### src/rtl/fpu_result_fifo.sv
// Result queue behind the FP adder. Each accepted result word and its status
// go into a DEPTH-entry FIFO, which drives a valid/ready port. Also keeps
// sticky exception flags over accepted results, and a sticky drop indicator.
module fpu_result_fifo #(
    parameter  int DEPTH = 4,
    localparam int CNT_W = $clog2(DEPTH) + 1
) (
    input  logic             clk,
    input  logic             rst,
    input  logic             res_valid_in,
    input  logic [31:0]      res_data_in,
    input  logic [3:0]       res_status_in,
    input  logic             out_ready,
    output logic             out_valid,
    output logic [31:0]      out_data,
    output logic [3:0]       out_status,
    output logic [CNT_W-1:0] count,
    output logic             full,
    output logic             empty,
    output logic [3:0]       flags_acc,
    input  logic             flags_clr,
    output logic             drop_err
);

    localparam int PTR_W = $clog2(DEPTH);

    // Bit 3 (EXACT) is an AND-accumulator, so its cleared value is 1.
    localparam logic [3:0] FLAGS_INIT = 4'b1000;

    logic [35:0]      mem_q [DEPTH];
    logic [35:0]      mem_d [DEPTH];
    logic [PTR_W-1:0] wr_ptr_q, wr_ptr_d;
    logic [PTR_W-1:0] rd_ptr_q, rd_ptr_d;
    logic [CNT_W-1:0] count_q, count_d;
    logic [3:0]       flags_q, flags_d;
    logic             drop_q, drop_d;
    logic             push, pop, drop;
    logic [3:0]       flags_base;

    assign empty      = (count_q == '0);
    assign full       = (count_q == CNT_W'(DEPTH));
    assign out_valid  = !empty;
    assign count      = count_q;
    assign flags_acc  = flags_q;
    assign drop_err   = drop_q;
    // Head is forced to zero when nothing is queued, independent of stale storage.
    assign out_data   = out_valid ? mem_q[rd_ptr_q][31:0]  : 32'h0;
    assign out_status = out_valid ? mem_q[rd_ptr_q][35:32] : 4'h0;

    // Handshake decode, next-state for storage, pointers, occupancy and sticky state.
    always_comb begin
        pop      = out_valid && out_ready;
        // A full FIFO still accepts a result when the head leaves in the same cycle.
        push     = res_valid_in && (!full || pop);
        drop     = res_valid_in && full && !pop;

        mem_d    = mem_q;
        wr_ptr_d = wr_ptr_q;
        rd_ptr_d = rd_ptr_q;
        count_d  = count_q;

        if (push) begin
            mem_d[wr_ptr_q] = {res_status_in, res_data_in};
            wr_ptr_d        = wr_ptr_q + PTR_W'(1);
        end
        if (pop) begin
            rd_ptr_d = rd_ptr_q + PTR_W'(1);
        end
        case ({push, pop})
            2'b10:   count_d = count_q + CNT_W'(1);
            2'b01:   count_d = count_q - CNT_W'(1);
            default: count_d = count_q;
        endcase

        // Clear first, then fold in a same-cycle accepted result.
        flags_base = flags_clr ? FLAGS_INIT : flags_q;
        flags_d    = flags_base;
        if (push) begin
            flags_d = {flags_base[3] & res_status_in[3],
                       flags_base[2:0] | res_status_in[2:0]};
        end

        drop_d = flags_clr ? 1'b0 : drop_q;
        if (drop) begin
            drop_d = 1'b1;
        end
    end

    // State registers; reset flushes contents as well as pointers.
    always_ff @(posedge clk or posedge rst) begin
        if (rst) begin
            for (int i = 0; i < DEPTH; i++) begin
                mem_q[i] <= '0;
            end
            wr_ptr_q <= '0;
            rd_ptr_q <= '0;
            count_q  <= '0;
            flags_q  <= FLAGS_INIT;
            drop_q   <= 1'b0;
        end else begin
            mem_q    <= mem_d;
            wr_ptr_q <= wr_ptr_d;
            rd_ptr_q <= rd_ptr_d;
            count_q  <= count_d;
            flags_q  <= flags_d;
            drop_q   <= drop_d;
        end
    end

endmodule

### config.mk
export PLATFORM = sky130hd
export DESIGN_NAME = fpu_result_fifo
export DESIGN_NICKNAME = d
export VERILOG_FILES = /design/src/rtl/fpu_result_fifo.sv
export SDC_FILE = /design/constraint.sdc
export NUM_CORES = 1
export LEC_CHECK = 0
export ABC_AREA = 1
export CAP_MARGIN = 20
export CORE_ASPECT_RATIO = 1.5
export CORE_MARGIN = 3
export CORE_UTILIZATION = 35
export CTS_CLUSTER_DIAMETER = 60
export DETAILED_ROUTE_END_ITERATION = 16
export MAX_ROUTING_LAYER = met4
export SLEW_MARGIN = 5
export SYNTH_ARGS = -nofsm -noshare
export SYNTH_HDL_FRONTEND = slang
export SYNTH_SLANG_ARGS = --single-unit
### constraint.sdc
create_clock -name clk -period 5.9 [get_ports clk]
set_input_delay 1.18 -clock clk [delete_from_list [all_inputs] [get_ports clk]]
set_output_delay 1.18 -clock clk [all_outputs]
set_load 0.02 [all_outputs]
# Word level (Yosys, flattened, before mapping)
# Index checks and enable logic that the tools add are counted.
# classes
reduce_logical	12
shift	0
n_lt_le_gt_ge	3
mul	0
div_mod_pow	0
addsub	4
mux	13
bitwise_logic	4
eq_ne	3
# op_table
operator	count
bitwise mux 144 bit	1
2-to-1 mux 36 bit	3
binary-select mux 36 bit (select 2 bit)	1
demux 36 bit (select 2 bit)	1
2-to-1 mux 32 bit	1
2-to-1 mux 4 bit	3
greater-or-equal comparator 3 bit (second input constant)	2
inverter 2 -> 3 bit	2
case mux 3 bit (2 select lines)	1
logical AND 1 bit	5
adder 2 x 1 -> 2 bit (second input constant)	2
nonzero test 2 bit	2
adder 3 x 1 -> 3 bit (second input constant)	1
equality test 3 bit (second input constant)	1
logical NOT 1 bit	3
logical NOT 3 bit	1
less-than comparator 3 x 1 -> 1 bit (second input constant)	1
bitwise OR 3 bit	1
subtractor 3 x 1 -> 3 bit (second input constant)	1
equality test 2 x 1 -> 1 bit (second input constant)	1
equality test 2 bit (second input constant)	1
2-to-1 mux 1 bit	2
AND 1 bit	1
logical OR 1 bit	1
# totals
ram_bits	0
ff_bits	156
latch_bits	0
n_memories	0
rom_bits	0

# Depth between registers and ports, before layout
# depth
ltp_word	7
ltp_mapped	11
depth_no_buf	11

# Worst setup path after synthesis
# Ideal clock, no wire load.
# synth_path
path_type	reg2out
start	register count_q[0], in the netlist count[0]
end	output out_data[25]
path_stages_with_launch	6
arrival_ns	1.475
setup_slack_ns	3.245
n_path_buf	1
cell_sequence	dfrtp_1 -> nor2_1 -> nand2_1 -> inv_2 -> buf_2 -> a21oi_1
# synth_between
elab_chain_cells	2
# synth_lines
item	line_no	text
start, declared	34	logic [CNT_W-1:0] count_q, count_d;
start signal, assigned	104	count_q <= count_d;
logical NOT 3 bit	40	assign empty = (count_q == '0);
net empty	19	output logic empty,
2-to-1 mux 32 bit	47	assign out_data = out_valid ? mem_q[rd_ptr_q][31:0] : 32'h0;
end, declared	15	output logic [31:0] out_data,
# The timed path passes the listed nets, and every way through them passes these cells.

# Worst setup path in the final report
# layout_path
start	register rd_ptr_q[0]
end	output out_data[26]
# layout_between
elab_chain_cells	5
# layout_lines
item	line_no	text
start, declared	33	logic [PTR_W-1:0] rd_ptr_q, rd_ptr_d;
start signal, assigned	103	rd_ptr_q <= rd_ptr_d;
inverter 2 -> 3 bit (not written as such)	47	
binary-select mux 36 bit (select 2 bit)	47	
2-to-1 mux 36 bit (2 in a row)	n/a	
2-to-1 mux 32 bit	47	
# No other way between the ends. The select of a mux whose other input is x is not followed.

==> metrics.md <==
| Metric | Value |
|---|---|
| Clk sinks | `156` |
| Hold Path Cell Cnt | `2` |
| R2r endpoint | `mem_q[93]` |
| Clk_skew | `roughly 0.007 ns` |
| Fin util | `roughly 43%` |
| Synth cell types | `22` |
| Post-DP HPWL | `approximately 12,000 um` |
| Ports | `88` |
| Reg-to-Reg Start | `count[0]` |
| Layout area overhead | `19.3%` |
| Worst skew pair latency | `roughly 0.43 ns` |
| Mapped Area | `0.00788 mm2` |
| Static Leak | `around 0.0047 uW` |
| CP max FO | `58` |
| H-tree depth | `4` |
| Post-CTS setup repair buffer count | `0` |
| VDD IR max | `between 0.4 and 0.5 mV` |
| Initial Util | `between 30% and 40%` |
| Hold path startpoint | `mem_q[7]` |
| CP startpoint kind | `flip-flop` |
| First-pass GRT wire length | `about 38,000 um` |
| Antenna violations before repair | `0` |
| Reg2reg setup slack | `3.32 ns` |
| Port Buffer Count | `87` |
| Clock-pin slew on the worst setup and hold paths | `0.06 ns` |
| Aggregate global-route resource usage | `20.1%` |
| Starting DRT DRC Count | `approximately 630` |
| Layout cells sized above 1 | `5.24%` |
| Vias | `slightly above 7,000` |
| GPL Wtd Cong | `about 0.75` |
| Slew HR | `about 30%` |
| Register area share after synthesis | `49.6%` |
| CP endpoint kind | `output port` |
| CTS tree | `built` |
| Largest net degree at the start of global routing | `87` |
| ANT cells | `0` |
| Die height | `roughly 190 um` |
| Core ar. | `0.0219 mm2` |
| Root buffer cell | `clkbuf_16` |
| Syn Nets | `between 1,000 and 1,500` |
| Power density over cell area | `between 600 and 700 mW/mm2` |
| Avg WL per Cell | `17.2 um` |
| Mapped Cells | `roughly 1,000` |
| Post-cts resize count | `0` |
| HP Class | `flip-flop to flip-flop` |
| Pwr Total | `5730 uW` |
| Routed wire length | `around 23,000 um` |
| Vias in the first global route | `just under 7,000` |
| Yosys reg bits | `approximately 160` |
| Final nets | `1,103` |
| # hold bufs at CTS | `0` |
| Hold_ws | `roughly 0.46 ns` |
| Crit Path Class | `flip-flop to output port` |
| Worst EP required | `around 4.7 ns` |
| Final Hold Fails | `0` |
| Worst-case clock buffer depth | `2` |
| Global route total overflow | `0` |
| Avg Inst Size Synth | `just under 8 um2` |
| Drt pass-1 iters | `4` |
| Status | `finished clean` |
| R2R depth | `6` |
| Number of buffers created by CTS | `17` |
| Max cap viols | `0` |
| Tcrit/Tclk final | `70.6%` |
| Fmax | `about 240 MHz` |
| Hold EP | `mem_q[7]` |
| Die X | `about 130 um` |
| Yosys Warn Count | `0` |
| Min cycle time layout | `4.17 ns` |
| Drt via density | `around 5.3` |
| Setup tns final | `0 ns` |
| Max-slew violations | `0` |
| RSZ-0062 raised after global routing | `no` |
| Setup-violating endpoint count in the final report | `0` |
| Critical path arrival | `2.99 ns` |
| DRC Markers | `0` |
| Final ANT Viol Nets | `0` |
| Slew of the pin with the lowest slew margin | `1.06 ns` |
| Rows | `between 60 and 70` |
| Die area | `around 0.024 mm2` |
[synth_stat cells]
master	n	area, um2
nand2_1	450	1690
xnor2_1	2	17.5
nand3b_1	1	7.51
nor2_1	76	285
nand3_1	6	30.0
buf_6	4	45.0
inv_1	12	45.0
o21ai_0	39	195
inv_2	3	11.3
nor3_1	1	5.00
ha_1	5	62.6
buf_2	31	155
fa_1	1	20.0
nand3_4	4	70.1
buf_4	10	75.1
dfstp_2	1	26.3
xor2_1	2	17.5
a21oi_1	36	180
clkbuf_1	36	135
nand4_1	144	901
buf_1	6	22.5
dfrtp_1	155	3880
[layer usage]
layer	global-route usage (%)	share of wire, %	vias to the layer above
met2	33.1	50	176
met4	6.45	2.0	0
met5	-	0	-
met1	25.5	44	3479
li1	-	-	3450
met3	2.89	4.2	29
[how the worst max path moves through the flow]
stage                      from           end  depth (start not counted)
floorplan                   rst      count[0]                          1
global placement    rd_ptr_q[0]  out_data[30]                          7
detailed placement    out_ready     mem_q[89]                          7
CTS                 rd_ptr_q[0]  out_data[30]                          7
global route        rd_ptr_q[0]  out_data[30]                          7
finish              rd_ptr_q[0]  out_data[26]                          7
[metrics by stage]
step	instances	setup WS [ns]	area, um2
finish	1340	1.73	9400
global route	1340	1.50	9400
CTS	1340	1.69	9400
detailed placement	1309	2.16	8770
global placement	1309	2.16	8770
floorplan	1025	0.515	7880
[registers in the layout, indices dropped and copies added, names as in the netlist]
name	count
count	3
drop_err	1
flags_acc	4
mem_q	144
rd_ptr_q	2
wr_ptr_q	2
[layout by cell type, fill, tap and decap left out, types with 4 or more instances in the layout]
master,netlist,layout
nand3_1,6,5
buf_4,10,13
inv_1,12,11
nand3_4,4,5
a21oi_1,36,36
o21ai_0,39,39
clkdlybuf4s50_1,0,86
dfrtp_1,155,154
bufinv_16,0,4
clkbuf_16,0,17
nand4_1,144,144
clkbuf_8,0,4
nand2_1,450,450
nor2_1,76,76
ha_2,0,4
[cell type report]
type	instances	area (um2)
fillers	2218	12500
flip-flops and latches	156	3910
multi-input cells	767	3500
repair buffers	99	958
inverters	15	61.3
well taps	272	340
clock inverters	7	135
clock buffers	24	492
[kinds of logic after synthesis]
kind of cell | after synthesis | share of synthesized area, %
AOI/OAI and AO/OA | 75 | 4.77
xor gates and xnor gates | 4 | 0.445
adders and majority gates | 6 | 1.05
buffers and inverters | 102 | 6.21
DFF | 156 | 49.6
and+or+nand+nor | 682 | 37.9
[worst max-delay path, stage by stage, from the launching register on]
cell and delay, ns:
dfrtp_2 0.41, inv_2 0.75, buf_4 0.37, nand2_1 0.07
nand2_1 0.06, nand2_1 0.05, a21oi_1 0.19, clkdlybuf4s50_1 0.64
[where the power goes]
| group | switching, uW | internal, uW | total, uW | leakage, uW |
|---|---|---|---|---|
| logic | 1740 | 995 | 2740 | 0.00241 |
| registers | 261 | 1550 | 1820 | 0.00195 |
| clock network | 427 | 749 | 1180 | 0.000310 |
Power figures use the tool's default switching activity.
